## src/rtl/sens_event_monitor.sv

```systemverilog
// Watches level a, rising b and falling c; toggles d once per event cycle, counts each class, queues masks.
// Results visible one edge after the input changes; a full FIFO with no pop drops the mask and sets overflow.
module sens_event_monitor #(
   parameter int CNT_W      = 8,
   parameter int DEPTH_LOG2 = 2
) (
   input  logic             clock,
   input  logic             reset_n,
   input  logic             a,
   input  logic             b,
   input  logic             c,
   output logic             d,
   output logic [CNT_W-1:0] cnt_a,
   output logic [CNT_W-1:0] cnt_b,
   output logic [CNT_W-1:0] cnt_c,
   output logic             ev_valid,
   output logic [2:0]       ev_data,
   input  logic             ev_ready,
   output logic             overflow,
   input  logic             clr_ovf
);

   localparam int DEPTH = 1 << DEPTH_LOG2;
   localparam int CW    = DEPTH_LOG2 + 1;
   localparam logic [CNT_W-1:0] CNT_MAX = {CNT_W{1'b1}};

   logic                  a_q, b_q, c_q;
   logic                  a_d, b_d, c_d;
   logic                  d_q, d_d;
   logic [CNT_W-1:0]      cnt_a_q, cnt_b_q, cnt_c_q;
   logic [CNT_W-1:0]      cnt_a_d, cnt_b_d, cnt_c_d;
   logic [2:0]            mem_q [DEPTH];
   logic [2:0]            mem_d [DEPTH];
   logic [DEPTH_LOG2-1:0] rd_ptr_q, rd_ptr_d, wr_ptr_q, wr_ptr_d;
   logic [CW-1:0]         count_q, count_d;
   logic                  ovf_q, ovf_d;

   logic [2:0] m;
   logic       ev_any, full, pop, push, drop;

   always_comb begin
      m      = {~c & c_q, b & ~b_q, a ^ a_q};
      ev_any = (m != 3'b000);
      full   = (count_q == CW'(DEPTH));
      pop    = (count_q != '0) && ev_ready;
      // A pop on the same edge frees the slot, so a full FIFO still accepts.
      push   = ev_any && (!full || pop);
      drop   = ev_any && full && !pop;
   end

   always_comb begin
      a_d      = a;
      b_d      = b;
      c_d      = c;
      d_d      = d_q;
      cnt_a_d  = cnt_a_q;
      cnt_b_d  = cnt_b_q;
      cnt_c_d  = cnt_c_q;
      mem_d    = mem_q;
      rd_ptr_d = rd_ptr_q;
      wr_ptr_d = wr_ptr_q;
      count_d  = count_q;
      ovf_d    = ovf_q;

      if (ev_any) begin
         d_d = ~d_q;
      end
      if (m[0] && (cnt_a_q != CNT_MAX)) cnt_a_d = cnt_a_q + CNT_W'(1);
      if (m[1] && (cnt_b_q != CNT_MAX)) cnt_b_d = cnt_b_q + CNT_W'(1);
      if (m[2] && (cnt_c_q != CNT_MAX)) cnt_c_d = cnt_c_q + CNT_W'(1);

      if (push) begin
         mem_d[wr_ptr_q] = m;
         wr_ptr_d        = wr_ptr_q + DEPTH_LOG2'(1);
      end
      if (pop) begin
         rd_ptr_d = rd_ptr_q + DEPTH_LOG2'(1);
      end
      if (push && !pop) begin
         count_d = count_q + CW'(1);
      end else if (pop && !push) begin
         count_d = count_q - CW'(1);
      end

      if (clr_ovf) ovf_d = 1'b0;
      if (drop)    ovf_d = 1'b1;
   end

   always_ff @(posedge clock or negedge reset_n) begin
      if (!reset_n) begin
         a_q      <= 1'b0;
         b_q      <= 1'b0;
         c_q      <= 1'b0;
         d_q      <= 1'b0;
         cnt_a_q  <= '0;
         cnt_b_q  <= '0;
         cnt_c_q  <= '0;
         for (int i = 0; i < DEPTH; i++) begin
            mem_q[i] <= 3'b000;
         end
         rd_ptr_q <= '0;
         wr_ptr_q <= '0;
         count_q  <= '0;
         ovf_q    <= 1'b0;
      end else begin
         a_q      <= a_d;
         b_q      <= b_d;
         c_q      <= c_d;
         d_q      <= d_d;
         cnt_a_q  <= cnt_a_d;
         cnt_b_q  <= cnt_b_d;
         cnt_c_q  <= cnt_c_d;
         mem_q    <= mem_d;
         rd_ptr_q <= rd_ptr_d;
         wr_ptr_q <= wr_ptr_d;
         count_q  <= count_d;
         ovf_q    <= ovf_d;
      end
   end

   assign d        = d_q;
   assign cnt_a    = cnt_a_q;
   assign cnt_b    = cnt_b_q;
   assign cnt_c    = cnt_c_q;
   assign ev_valid = (count_q != '0);
   assign ev_data  = ev_valid ? mem_q[rd_ptr_q] : 3'b000;
   assign overflow = ovf_q;

endmodule

```

## config.mk

```make
export PLATFORM = sky130hd
export DESIGN_NAME = sens_event_monitor
export DESIGN_NICKNAME = d
export VERILOG_FILES = /design/src/rtl/sens_event_monitor.sv
export SDC_FILE = /design/constraint.sdc
export NUM_CORES = 1
export LEC_CHECK = 0
export CAP_MARGIN = 20
export CORE_MARGIN = 5
export CORE_UTILIZATION = 30
export CTS_BUF_LIST = sky130_fd_sc_hd__clkbuf_8
export CTS_CLUSTER_SIZE = 10
export DETAILED_ROUTE_END_ITERATION = 12
export SYNTH_ARGS = -nofsm -noshare
export SYNTH_HDL_FRONTEND = slang
export SYNTH_SLANG_ARGS = --single-unit
```

## constraint.sdc

```tcl
create_clock -name clock -period 2.7 [get_ports clock]
set_input_delay 0.54 -clock clock [delete_from_list [all_inputs] [get_ports clock]]
set_output_delay 0.54 -clock clock [all_outputs]
set_load 0.03 [all_outputs]
```

* Word-level counts from Yosys, hierarchy flattened
Cells that the tools add are included.
Word-level totals: register bits 48, bits of input ports 7, output and inout bits 30, word-level logic and storage cells 66
Cells by class: add/sub/neg operators 7, magnitude comparators 3, eq/ne operators 4, muxes and demuxes 11, bitwise operators 8, reductions and logical operators 18
Operators with widths (number):
- adder 8 x 1 -> 8 bit, second input constant | 3
- != test 8 bit, second input constant | 3
- 2-to-1 mux 3 bit | 6
- bitwise mux 12 bit | 1
- logical AND 1 bit | 10
- binary-select mux 3 bit (select 2 bit) | 1
- demux 3 bit (select 2 bit) | 1
- >= comparator 3 bit, second input constant | 2
- NOT 2 -> 3 bit | 2
- nonzero test 3 bit | 2
- adder 2 x 1 -> 2 bit, second input constant | 2
- nonzero test 2 bit | 2
- adder 3 x 1 -> 3 bit, second input constant | 1
- == test 3 bit, second input constant | 1
- logical NOT 1 bit | 3
- less-than comparator 3 x 1 -> 1 bit, second input constant | 1
- NOT 1 bit | 3
- subtractor 3 x 1 -> 3 bit, second input constant | 1
- bitwise AND 1 bit | 2
- 2-to-1 mux 1 bit | 2
- logical OR 1 bit | 1
- XOR 1 bit | 1

* Longest topological paths before layout
depth after elaboration 8, mapped depth 10, mapped depth without buffers 8

* Worst setup path after synthesis
Ideal clock, no wire load.
path kind input -> register, start point input port ev_ready, end point register count_q[1], library setup time 125 ps, arrival 2208 ps, required time 2575 ps, slack 367 ps, stages 7, buffers on the path 1, path through or4b_1 o31a_2 buf_6 ha_1 inv_1 fa_1 mux2_2
Between the ends: elaborated cells between the ends (all ways) 9, those cells by class 1 x mux; 8 x reduce/logical
RTL lines:
- start, declared | line 18 | input logic ev_ready,
- logical AND 1 bit | line 45 | pop = (count_q != '0) && ev_ready;
- logical OR 1 bit | line 47 | push = ev_any && (!full || pop);
- logical AND 1 bit | line 47
- net push | line 39 | logic ev_any, full, pop, push, drop;
- logical AND 1 bit | line 79 | if (push && !pop) begin
- 2-to-1 mux 3 bit | line 79
- net count_d[1] | line 35 | logic [CW-1:0] count_q, count_d;
- end signal, assigned | line 116 | count_q <= count_d;
- end, declared | line 35
The timed path passes the listed nets, and every way through them passes these cells. A chain may end at the register's enable or synchronous reset.

* Worst setup path in the final report
start point register rd_ptr_q[0], end point output port ev_data[2]
Between the ends: cells in the longest elaborated chain, start to end 5
RTL lines:
- start, declared | line 34 | logic [DEPTH_LOG2-1:0] rd_ptr_q, rd_ptr_d, wr_ptr_q, wr_ptr_d;
- start signal, assigned | line 114 | rd_ptr_q <= rd_ptr_d;
- NOT 2 -> 3 bit (implied by the code) | line 126 | assign ev_data = ev_valid ? mem_q[rd_ptr_q] : 3'b000;
- binary-select mux 3 bit (select 2 bit) | line 126
- 2-to-1 mux 3 bit (implied by the code) (2 in a row) | line 126
- 2-to-1 mux 3 bit | line 126
- end, declared | line 17 | output logic [2:0] ev_data,
Every way passes these cells. The select of a mux whose other input is x is not followed.

==> results.py <==
metrics = {
    "layout": {
        "post-route-util_pct": 38.5,
        "diodes": 0,
        "post_route_cells_drive_above_1_share_pct": 19.5,
        "synthToLayoutAreaGrowth_pct": 26.2,
        "num-nets-final": 246,
        "design_area_sq_mm": 0.00294,
    },
    "floorplan": {
        "dieArea_sq_mm": 0.00964,
        "start_util_pct": 30.5,
        "io_pins": 37,
        "coreArea_sq_mm": 0.00765,
        "die_h_um": 98.2,
        "num_rows": 32,
        "die_w_um": 98.2,
    },
    "clock_network": {
        "cts.repair.resized": 0,
        "clockBufferDepth": 2,
        "postCtsSetupBuffers": 0,
        "cts_tree": "yes",
        "cts-buffers-inserted": 5,
        "hold_buffers": 0,
        "clk_pin_slew_ns": 0.09,
        "cts.sinks": 48,
        "clock_latency_ns": 0.29,
        "ctsHtreeMaxLevel": 2,
        "root_buffer": "clkbuf_8",
    },
    "route": {
        "ant_nets": 0,
        "wl_met1_um": 2180,
        "wl_um": 4330,
        "wl_met2_um": 1960,
        "drt_iter0_drc": 43,
        "dr.pass1.iters": 4,
        "drcViolationCount": 0,
        "via_per_inst": 4.47,
        "top_layer_used": "met4",
        "wire_per_inst_um": 13.0,
        "wl_met3_um": 162,
        "vias": 1489,
    },
    "hold_path": {
        "hold_path_class": "input port to async pin",
    },
    "global_routing": {
        "overflow": 0,
        "grt_pass1_wl_um": 7560,
        "grt_max_degree": 26,
        "grt_pass1_vias": 1564,
        "antenna_found_initial": 0,
        "grt.total_usage_pct": 9.55,
    },
    "timing": {
        "final_hold_viol_count": 0,
        "fin_worst_skew_ns": 0.00797,
        "finalMaxSlewViolations": 0,
        "rsz0062_at_grt": "false",
        "fmax_mhz": 384,
        "slew_headroom_pct": 59.0,
        "worst_pin_slew_ns": 0.616,
        "setup_viol": 0,
        "period_share_pct": 96.5,
        "min_period_ns": 2.60,
    },
    "critical_path": {
        "cp_data_arrival_time_ns": 2.06,
        "cp_max_fo": 5,
        "path_class": "flip-flop to output pin",
        "end_kind": "output pin",
        "critPathLaunchType": "flip-flop",
        "crit_required_ns": 2.16,
    },
    "synth": {
        "ys_ff_latch": 48,
        "synth-warning-count": 0,
        "synth.largest_area_cell": "dfrtp_1",
        "synth.distinct_cells": 35,
        "netlist_instances": 185,
        "synth_top_area_share_pct": 51.5,
        "syn_nets": 201,
        "ys_seq_area_share_pct": 51.5,
        "synthTopCellsByArea": "dfrtp_1 (52%), mux2_4 (7.7%), mux2_2 (4.8%)",
        "synth_area_sq_mm": 0.00233,
        "synth.avg_cell_area_sq_um": 12.6,
    },
    "power_and_ir_drop": {
        "p_total_mw": 3.42,
        "power_density_mw_per_mm2": 1160,
        "ir_drop_uv": 487,
        "p_leak_nw": 1.30,
    },
    "placed_design": {
        "place_congestion": 0.797,
        "placed_cell_area_sq_mm": 0.00285,
        "hpwl_um": 3290,
        "place.port_buffers": 36,
    },
    "run": {
        "max-cap-violations": 0,
    },
    "status": {
        "status": "finished clean",
    },
}
-- critical path: stages (launching register included) --
cell	delay, ns
dfrtp_1	0.49
mux4_2	0.54
and2_1	0.17
clkdlybuf4s50_1	0.58
-- metrics by stage --
stage               TNS (ns)  setup WS, ns  instances  hold WS (ns)
CTS                        0        0.0592        333         0.262
floorplan                  0         0.367        185         0.244
finish                     0        0.0958        333         0.249
global placement           0        0.0206        325         0.467
global route               0       0.00498        333         0.286
detailed placement   -0.0115       -0.0115        325         0.488
-- sequential cells by signal, indices dropped and copies added (netlist names) --
signal	count
mem_q	12
cnt_a	8
cnt_b	8
cnt_c	8
count_q	3
rd_ptr_q	2
wr_ptr_q	2
a_q	1
b_q	1
c_q	1
d	1
overflow	1
-- routing by layer --
layer / up-vias / global-route usage, %
met2: 25 / 14.9
met1: 725 / 13.0
li1: 737 / -
met3: 2 / 2.86
met4: 0 / 2.52
met5: - / 0
-- cell type report --
type,instances,area [sq um]
Clock buffer,6,82.6
Clock inverter,2,7.51
Inverter,6,22.5
Timing Repair Buffer,43,420
Fill cell,761,4700
Multi-Input combinational cell,126,1080
Tap cell,102,128
Sequential cell,48,1200
-- synth_stat cells, drive strengths merged --
cell    instances
nand2          14
nor3            3
a21oi           5
a41oi           1
nor2b           3
buf             2
nor2            7
mux2           22
xnor2          10
or3             1
nand4           7
mux2i           2
inv             6
or4b            1
nand2b          3
clkbuf          3
and3            5
mux4            3
o31a            1
o21ai           3
dfrtp          48
a31oi           1
fa              1
xor2            7
o21a            1
nand3          10
o22ai           1
and2            4
ha              8
and4            2
-- cell usage in the layout, fill, tap and decap left out, drive strengths merged, types with 2 or more instances in the layout --
cell type,count
nor2b,3
dfrtp,48
buf,8
nor3,3
xor2,7
clkdlybuf4s50,35
clkbuf,6
mux2,22
nand4,7
and4,2
nand3,10
nor2,7
mux2i,2
xnor2,10
mux4,3
a21oi,5
ha,8
inv,8
nand2b,3
and3,5
and2,4
nand2,14
o21ai,3
-- where the power goes --
part	leakage, nW	internal, mW	total, mW	switching [mW]
sequential	0.588	1.01	1.32	0.304
clock	0.0538	0.202	0.426	0.224
combinational	0.662	0.857	1.68	0.822
-- path summary, 6_finish.rpt --
check | depth (start not counted) | from | end | slack, ns
worst max-delay path | 3 | rd_ptr_q[0] | ev_data[2] | 0.1
worst min-delay path | 1 | reset_n | mem_q[9] | 0.25
worst max register to register | 6 | count_q[0] | count_q[1] | 0.51
worst min register to register | 1 | d | d | 0.50
max in group asynchronous | 2 | reset_n | a_q | 1.91
min in group clock | 1 | d | d | 0.50
-- cells by family after synthesis --
logic type	Yosys count	share of synthesized area, %
AOI/OAI and AO/OA	13	3.38
adders and majority gates	9	5.15
DFF	48	51.5
and+or+nand+nor	60	14.8
xor gates and xnor gates	17	6.71
muxes	27	16.3
buffers and inverters	11	2.15
Note: power is estimated with default switching activity, not from simulation.
